## src/rtl/color_bar_sched_pkg.sv

```systemverilog
// Shared definitions for the colour-bar scheduler and pixel generator:
// state encoding, default geometry and palette mode codes.
package color_bar_defs;

   localparam logic [1:0] ST_RUN   = 2'd0;
   localparam logic [1:0] ST_PAUSE = 2'd1;
   localparam logic [1:0] ST_STEP  = 2'd2;

   typedef enum logic [1:0] {
      RUN   = ST_RUN,
      PAUSE = ST_PAUSE,
      STEP  = ST_STEP
   } schedState_e;

   localparam int DEF_H_ACTIVE  = 640;
   localparam int DEF_STEP_PX   = 4;
   localparam int DEF_NUM_MODES = 4;

   // Palette codes, also decoded by the generator.
   localparam logic [1:0] MODE_BARS    = 2'd0;
   localparam logic [1:0] MODE_INVERT  = 2'd1;
   localparam logic [1:0] MODE_GRAY    = 2'd2;
   localparam logic [1:0] MODE_CHECKER = 2'd3;

   function automatic logic [1:0] nextMode(input logic [1:0] cur, input int numModes);
      return (int'(cur) >= numModes - 1) ? 2'd0 : cur + 2'd1;
   endfunction

endpackage

```

## src/rtl/scroll_offset_acc.sv

```systemverilog
// Horizontal scroll offset register; wraps modulo H_ACTIVE in either direction.
module scroll_offset_acc #(
   parameter int H_ACTIVE = 640,
   parameter int STEP_PX  = 4
) (
   input  logic       clk_div,
   input  logic       clrn,
   input  logic       adv,
   input  logic       dir,
   output logic [9:0] h_offset
);

   localparam logic [10:0] H_W    = 11'(H_ACTIVE);
   localparam logic [10:0] STEP_W = 11'(STEP_PX);

   logic [9:0]  offset_q, offset_d;
   logic [10:0] cur, incSum, nxt;

   // 11-bit intermediate keeps off+STEP_PX and off+H_ACTIVE exact before the wrap.
   always_comb begin
      cur    = {1'b0, offset_q};
      incSum = cur + STEP_W;
      if (!dir) begin
         nxt = (incSum >= H_W) ? incSum - H_W : incSum;
      end else begin
         nxt = (cur < STEP_W) ? cur + H_W - STEP_W : cur - STEP_W;
      end
      offset_d = adv ? 10'(nxt) : offset_q;
   end

   always_ff @(posedge clk_div or negedge clrn) begin
      if (!clrn) begin
         offset_q <= 10'd0;
      end else begin
         offset_q <= offset_d;
      end
   end

   assign h_offset = offset_q;

endmodule

```

## src/rtl/color_bar_sched.sv

```systemverilog
// Frame-synchronous scroll/mode controller for the colour-bar generator.
// Every offset and mode change lands on a frame_start edge so no frame tears.
module color_bar_sched
   import color_bar_defs::*;
#(
   parameter int H_ACTIVE  = DEF_H_ACTIVE,
   parameter int STEP_PX   = DEF_STEP_PX,
   parameter int NUM_MODES = DEF_NUM_MODES
) (
   input  logic       clk_div,
   input  logic       clrn,
   input  logic       frame_start,
   input  logic       mode_req,
   input  logic       pause_tgl,
   input  logic       step_req,
   input  logic [1:0] speed,
   input  logic       dir,
   output logic [9:0] h_offset,
   output logic [1:0] mode,
   output logic       paused,
   output logic       step_ack
);

   schedState_e state_q, state_d;
   logic [2:0]  fdiv_q, fdiv_d;
   logic [1:0]  mode_q, mode_d;
   logic        modePend_q, modePend_d;
   logic        paused_q, paused_d;
   logic        stepAck_q, stepAck_d;
   logic [3:0]  divLimit;
   logic        divDone;
   logic        adv;

   // The frame event is judged in the current state; a coincident pause_tgl
   // only affects which state the next frame sees.
   always_comb begin
      divLimit = (4'd1 << speed) - 4'd1;
      divDone  = ({1'b0, fdiv_q} >= divLimit);
      adv      = frame_start && (((state_q == RUN) && divDone) || (state_q == STEP));

      fdiv_d = fdiv_q;
      if (frame_start && (state_q == RUN)) begin
         fdiv_d = divDone ? 3'd0 : fdiv_q + 3'd1;
      end

      mode_d     = mode_q;
      modePend_d = modePend_q;
      if (frame_start && (modePend_q || mode_req)) begin
         mode_d     = nextMode(mode_q, NUM_MODES);
         modePend_d = 1'b0;
      end else if (mode_req) begin
         modePend_d = 1'b1;
      end

      state_d = state_q;
      case (state_q)
         RUN:     if (pause_tgl) state_d = PAUSE;
         PAUSE: begin
            if (pause_tgl)     state_d = RUN;
            else if (step_req) state_d = STEP;
         end
         STEP: begin
            if (pause_tgl)        state_d = RUN;
            else if (frame_start) state_d = PAUSE;
         end
         default: state_d = RUN;
      endcase

      stepAck_d = frame_start && (state_q == STEP);
      paused_d  = (state_d != RUN);
   end

   always_ff @(posedge clk_div or negedge clrn) begin
      if (!clrn) begin
         state_q    <= RUN;
         fdiv_q     <= 3'd0;
         mode_q     <= MODE_BARS;
         modePend_q <= 1'b0;
         paused_q   <= 1'b0;
         stepAck_q  <= 1'b0;
      end else begin
         state_q    <= state_d;
         fdiv_q     <= fdiv_d;
         mode_q     <= mode_d;
         modePend_q <= modePend_d;
         paused_q   <= paused_d;
         stepAck_q  <= stepAck_d;
      end
   end

   scroll_offset_acc #(
      .H_ACTIVE (H_ACTIVE),
      .STEP_PX  (STEP_PX)
   ) uOffset (
      .clk_div  (clk_div),
      .clrn     (clrn),
      .adv      (adv),
      .dir      (dir),
      .h_offset (h_offset)
   );

   assign mode     = mode_q;
   assign paused   = paused_q;
   assign step_ack = stepAck_q;

endmodule

```

## config.mk

```make
export PLATFORM = sky130hd
export DESIGN_NAME = color_bar_sched
export DESIGN_NICKNAME = d
export VERILOG_FILES = /design/src/rtl/color_bar_sched_pkg.sv /design/src/rtl/scroll_offset_acc.sv /design/src/rtl/color_bar_sched.sv
export SDC_FILE = /design/constraint.sdc
export NUM_CORES = 1
export LEC_CHECK = 0
export ABC_AREA = 1
export CORE_MARGIN = 5
export CORE_UTILIZATION = 35
export DETAILED_ROUTE_END_ITERATION = 12
export GPL_ROUTABILITY_DRIVEN = 0
export PLACE_DENSITY = 0.6
export SETUP_SLACK_MARGIN = 0.05
export SYNTH_ARGS = -nofsm -noshare
export SYNTH_HDL_FRONTEND = slang
export SYNTH_HIERARCHICAL = 1
export SYNTH_SLANG_ARGS = --single-unit
```

## constraint.sdc

```tcl
create_clock -name clk_div -period 2.1 [get_ports clk_div]
set_clock_uncertainty 0.1 [all_clocks]
set_input_delay 0.21 -clock clk_div [delete_from_list [all_inputs] [get_ports clk_div]]
set_output_delay 0.21 -clock clk_div [all_outputs]
set_load 0.005 [all_outputs]
```

==> flow_metrics.env <==
export IMPL_synth_area_leaders="dfrtp_1, nand2_1, inv_1, nand3_1, ha_1"
export IMPL_hold_viol_final=0
export IMPL_numCtsBuffers=3
export IMPL_antenna_cells=0
export IMPL_startpoint="uOffset/h_offset[2]"
export IMPL_crit_path_cell_trace="ha_2, nand2_1, o21ai_1, nand2_2, ha_1, inv_1, nand2_2, nand2_2, inv_2, nand2_1, nand2_1, nand3_1, a21oi_2"
export IMPL_drtIter0Drc=68
export IMPL_p_leak_nw=0.855
export IMPL_maxCapViolations=0
export IMPL_clk_path_buf_depth=2
export IMPL_place_ws_ns=-0.0534
export IMPL_die_w_um=70.8
export IMPL_vias_per_cell=4.65
export IMPL_final_antenna_net_count=0
export IMPL_setup_viol_count_final=0
export IMPL_crit_required_ns=2.15
export IMPL_synthCells=188
export IMPL_hold_ws_ns=0.180
export IMPL_ys_ff_latch=18
export IMPL_routed_via_count=1241
export IMPL_grt_total_usage_pct=11.6
export IMPL_synth_common_cells="nand2_1, inv_1, nand3_1, dfrtp_1"
export IMPL_firstDrtPassIters=4
export IMPL_p_sw_share_pct=42.3
export IMPL_final_period_utilization_pct=90.6
export IMPL_cts_clk_slew_worst_paths_ns=0.07
export IMPL_syn_avg_cell_area_um2=6.89
export IMPL_grt_max_degree=19
export IMPL_r2r_setup_slack_ns=0.20
export IMPL_drt_total_wl_um=2820
export IMPL_numPortBuffers=20
export IMPL_critPathKind="flip-flop to flip-flop"
export IMPL_tns_ns=0
export IMPL_drv_slew=0
export IMPL_use_met3_pct=2.56
export IMPL_dieArea_um2=5020
export IMPL_clock_power_share_pct=14.2
export IMPL_syn_to_final_growth_pct=29.7
export IMPL_top_usage_layer="met2"
export IMPL_grt_pass1_vias=1107
export IMPL_synth_area_um2=1290
export IMPL_met1_usage_pct=14.8
export IMPL_grt_pass1_wl_um=4730
export IMPL_hold_path_class="input pin to async pin"
export IMPL_post_synth_top_count_cell="nand2_1"
export IMPL_slowest_delay_ns=0.42
export IMPL_setup_ws_ns=0.197
export IMPL_postLayoutCellArea_um2=1680
export IMPL_max_freq_mhz=526
export IMPL_crit_family="simple AND/OR/NAND/NOR gates"
export IMPL_dpl_instance_area_um2=1570
export IMPL_dp_hpwl_um=2200
export IMPL_rsz0062_at_grt="true"
export IMPL_root_buffer="clkbuf_8"
export IMPL_layout_nets=237
export IMPL_power_density_nw_per_um2=1210
export IMPL_path_buf_inv=2
export IMPL_async_reset_ff_share_pct=100
export IMPL_wl_per_cell_um=10.6
export IMPL_slowest_stage="dfrtp_2"
export IMPL_start_util_pct=35.6
export IMPL_num_io_pins=23
export IMPL_rows=22
export IMPL_p_sw_w=0.000861
export IMPL_ys_warn_count=6
export IMPL_cp_end_kind="flip-flop"
export IMPL_timing_rr_start="uOffset/h_offset[2]"
export IMPL_intPower_w=0.00117
export IMPL_ys_flop_type="dfrtp_1"
export IMPL_path_max_fanout=5
export IMPL_yosysSeqAreaShare_pct=34.8
export IMPL_overflow=0
export IMPL_htree_levels=1
export IMPL_worstPathArrival_ns=1.95
export IMPL_synth_edf_count=0
export IMPL_worst_setup_path_start_kind="flip-flop"
export IMPL_fin_crit_ns=1.90
export IMPL_clock_latency_ns=0.26
export IMPL_die_h_um=70.8
export IMPL_route_detailed_drc=0
export IMPL_antenna_found_initial=0
export IMPL_tritoncts="built"
export IMPL_peakVddDrop_mv=0.589
export IMPL_status="completed"
export IMPL_clock_sinks=18
export IMPL_sequentialPowerShare_pct=31.1
export IMPL_pwr_share_comb_pct=54.8
export IMPL_ys_types=24
export IMPL_yosys_area_top_type="dfrtp_1"
export IMPL_grt_use_met2_pct=19.4
export IMPL_drive_gt1_share_pct=16.0
export IMPL_synth_top_area_share_pct=34.8
export IMPL_coreArea_um2=3630
## power by group through the flow
stage	combinational [W]	sequential, W	clock [W]
after global routing	0.00127	0.000651	0.000312
after CTS	0.00103	0.000634	0.000300
after detailed placement	0.00102	0.000640	0
after global placement	0.00103	0.000639	0
final	0.00111	0.000632	0.000288
after floorplan	0.000644	0.000609	0
## per-stage QoR
stage | cells | power [W] | util, %
2_1_floorplan | 189 | 0.00125 | -
3_3_place_gp | 258 | 0.00167 | 43.3
3_5_place_dp | 258 | 0.00166 | 43.3
4_1_cts | 262 | 0.00196 | 44.8
5_1_grt | 267 | 0.00223 | 46.2
6_report | 267 | 0.00203 | 46.2
## kinds of logic (layout without fill, tap and decap cells)
group	Yosys count	count (layout)	share of synthesized area, %
simple gates	92	92	31.5
buf+inv	36	66	11.1
compound gates	30	30	12.6
flops	18	18	34.8
fa+ha+maj	8	8	7.73
xor+xnor	3	3	2.03
other cells	1	2	0.290
## metal layers
| metal | vias up | wire, µm |
|---|---|---|
| met3 | 2 | 112 |
| li1 | 660 | - |
| met4 | 0 | 28 |
| met5 | - | 0 |
| met1 | 556 | 1360 |
| met2 | 23 | 1310 |
## registers in the layout, indices dropped and copies added (netlist names)
signal / cells
state_q: 2
paused: 1
fdiv_q: 3
mode: 2
uOffset/h_offset: 8
modePend_q: 1
step_ack: 1
## what timing repair did
item                                    CTS  global route
resized for setup                         0             8
setup buffers                             0             5
endpoints found under the setup margin    0             4
hold buffers                              0             0
## layout by cell type (no fill, tap or decap), types with 7 or more instances in the layout
cell	count
nor2_1	13
o21ai_0	13
buf_4	10
dfrtp_1	15
ha_1	7
nand2_2	7
nand3_1	21
a21oi_1	8
inv_1	30
nand2_1	42
clkdlybuf4s50_1	20
## area by class of cell
| class | count | area, µm² |
|---|---|---|
| clock buffer | 4 | 55.1 |
| fill | 380 | 1950 |
| inverter | 32 | 120 |
| multi-input combinational | 135 | 714 |
| sequential | 18 | 454 |
| tap | 48 | 60.1 |
| timing repair buffer | 30 | 275 |
## worst paths after layout
path,end,cells past startpoint
setup / recovery,uOffset/h_offset[7],13
hold / removal,mode[1],2
setup reg to reg,uOffset/h_offset[7],13
hold reg to reg,modePend_q,2
max in group asynchronous,uOffset/h_offset[2],2
min in group clk_div,modePend_q,2
Power figures use the tool's default switching activity.
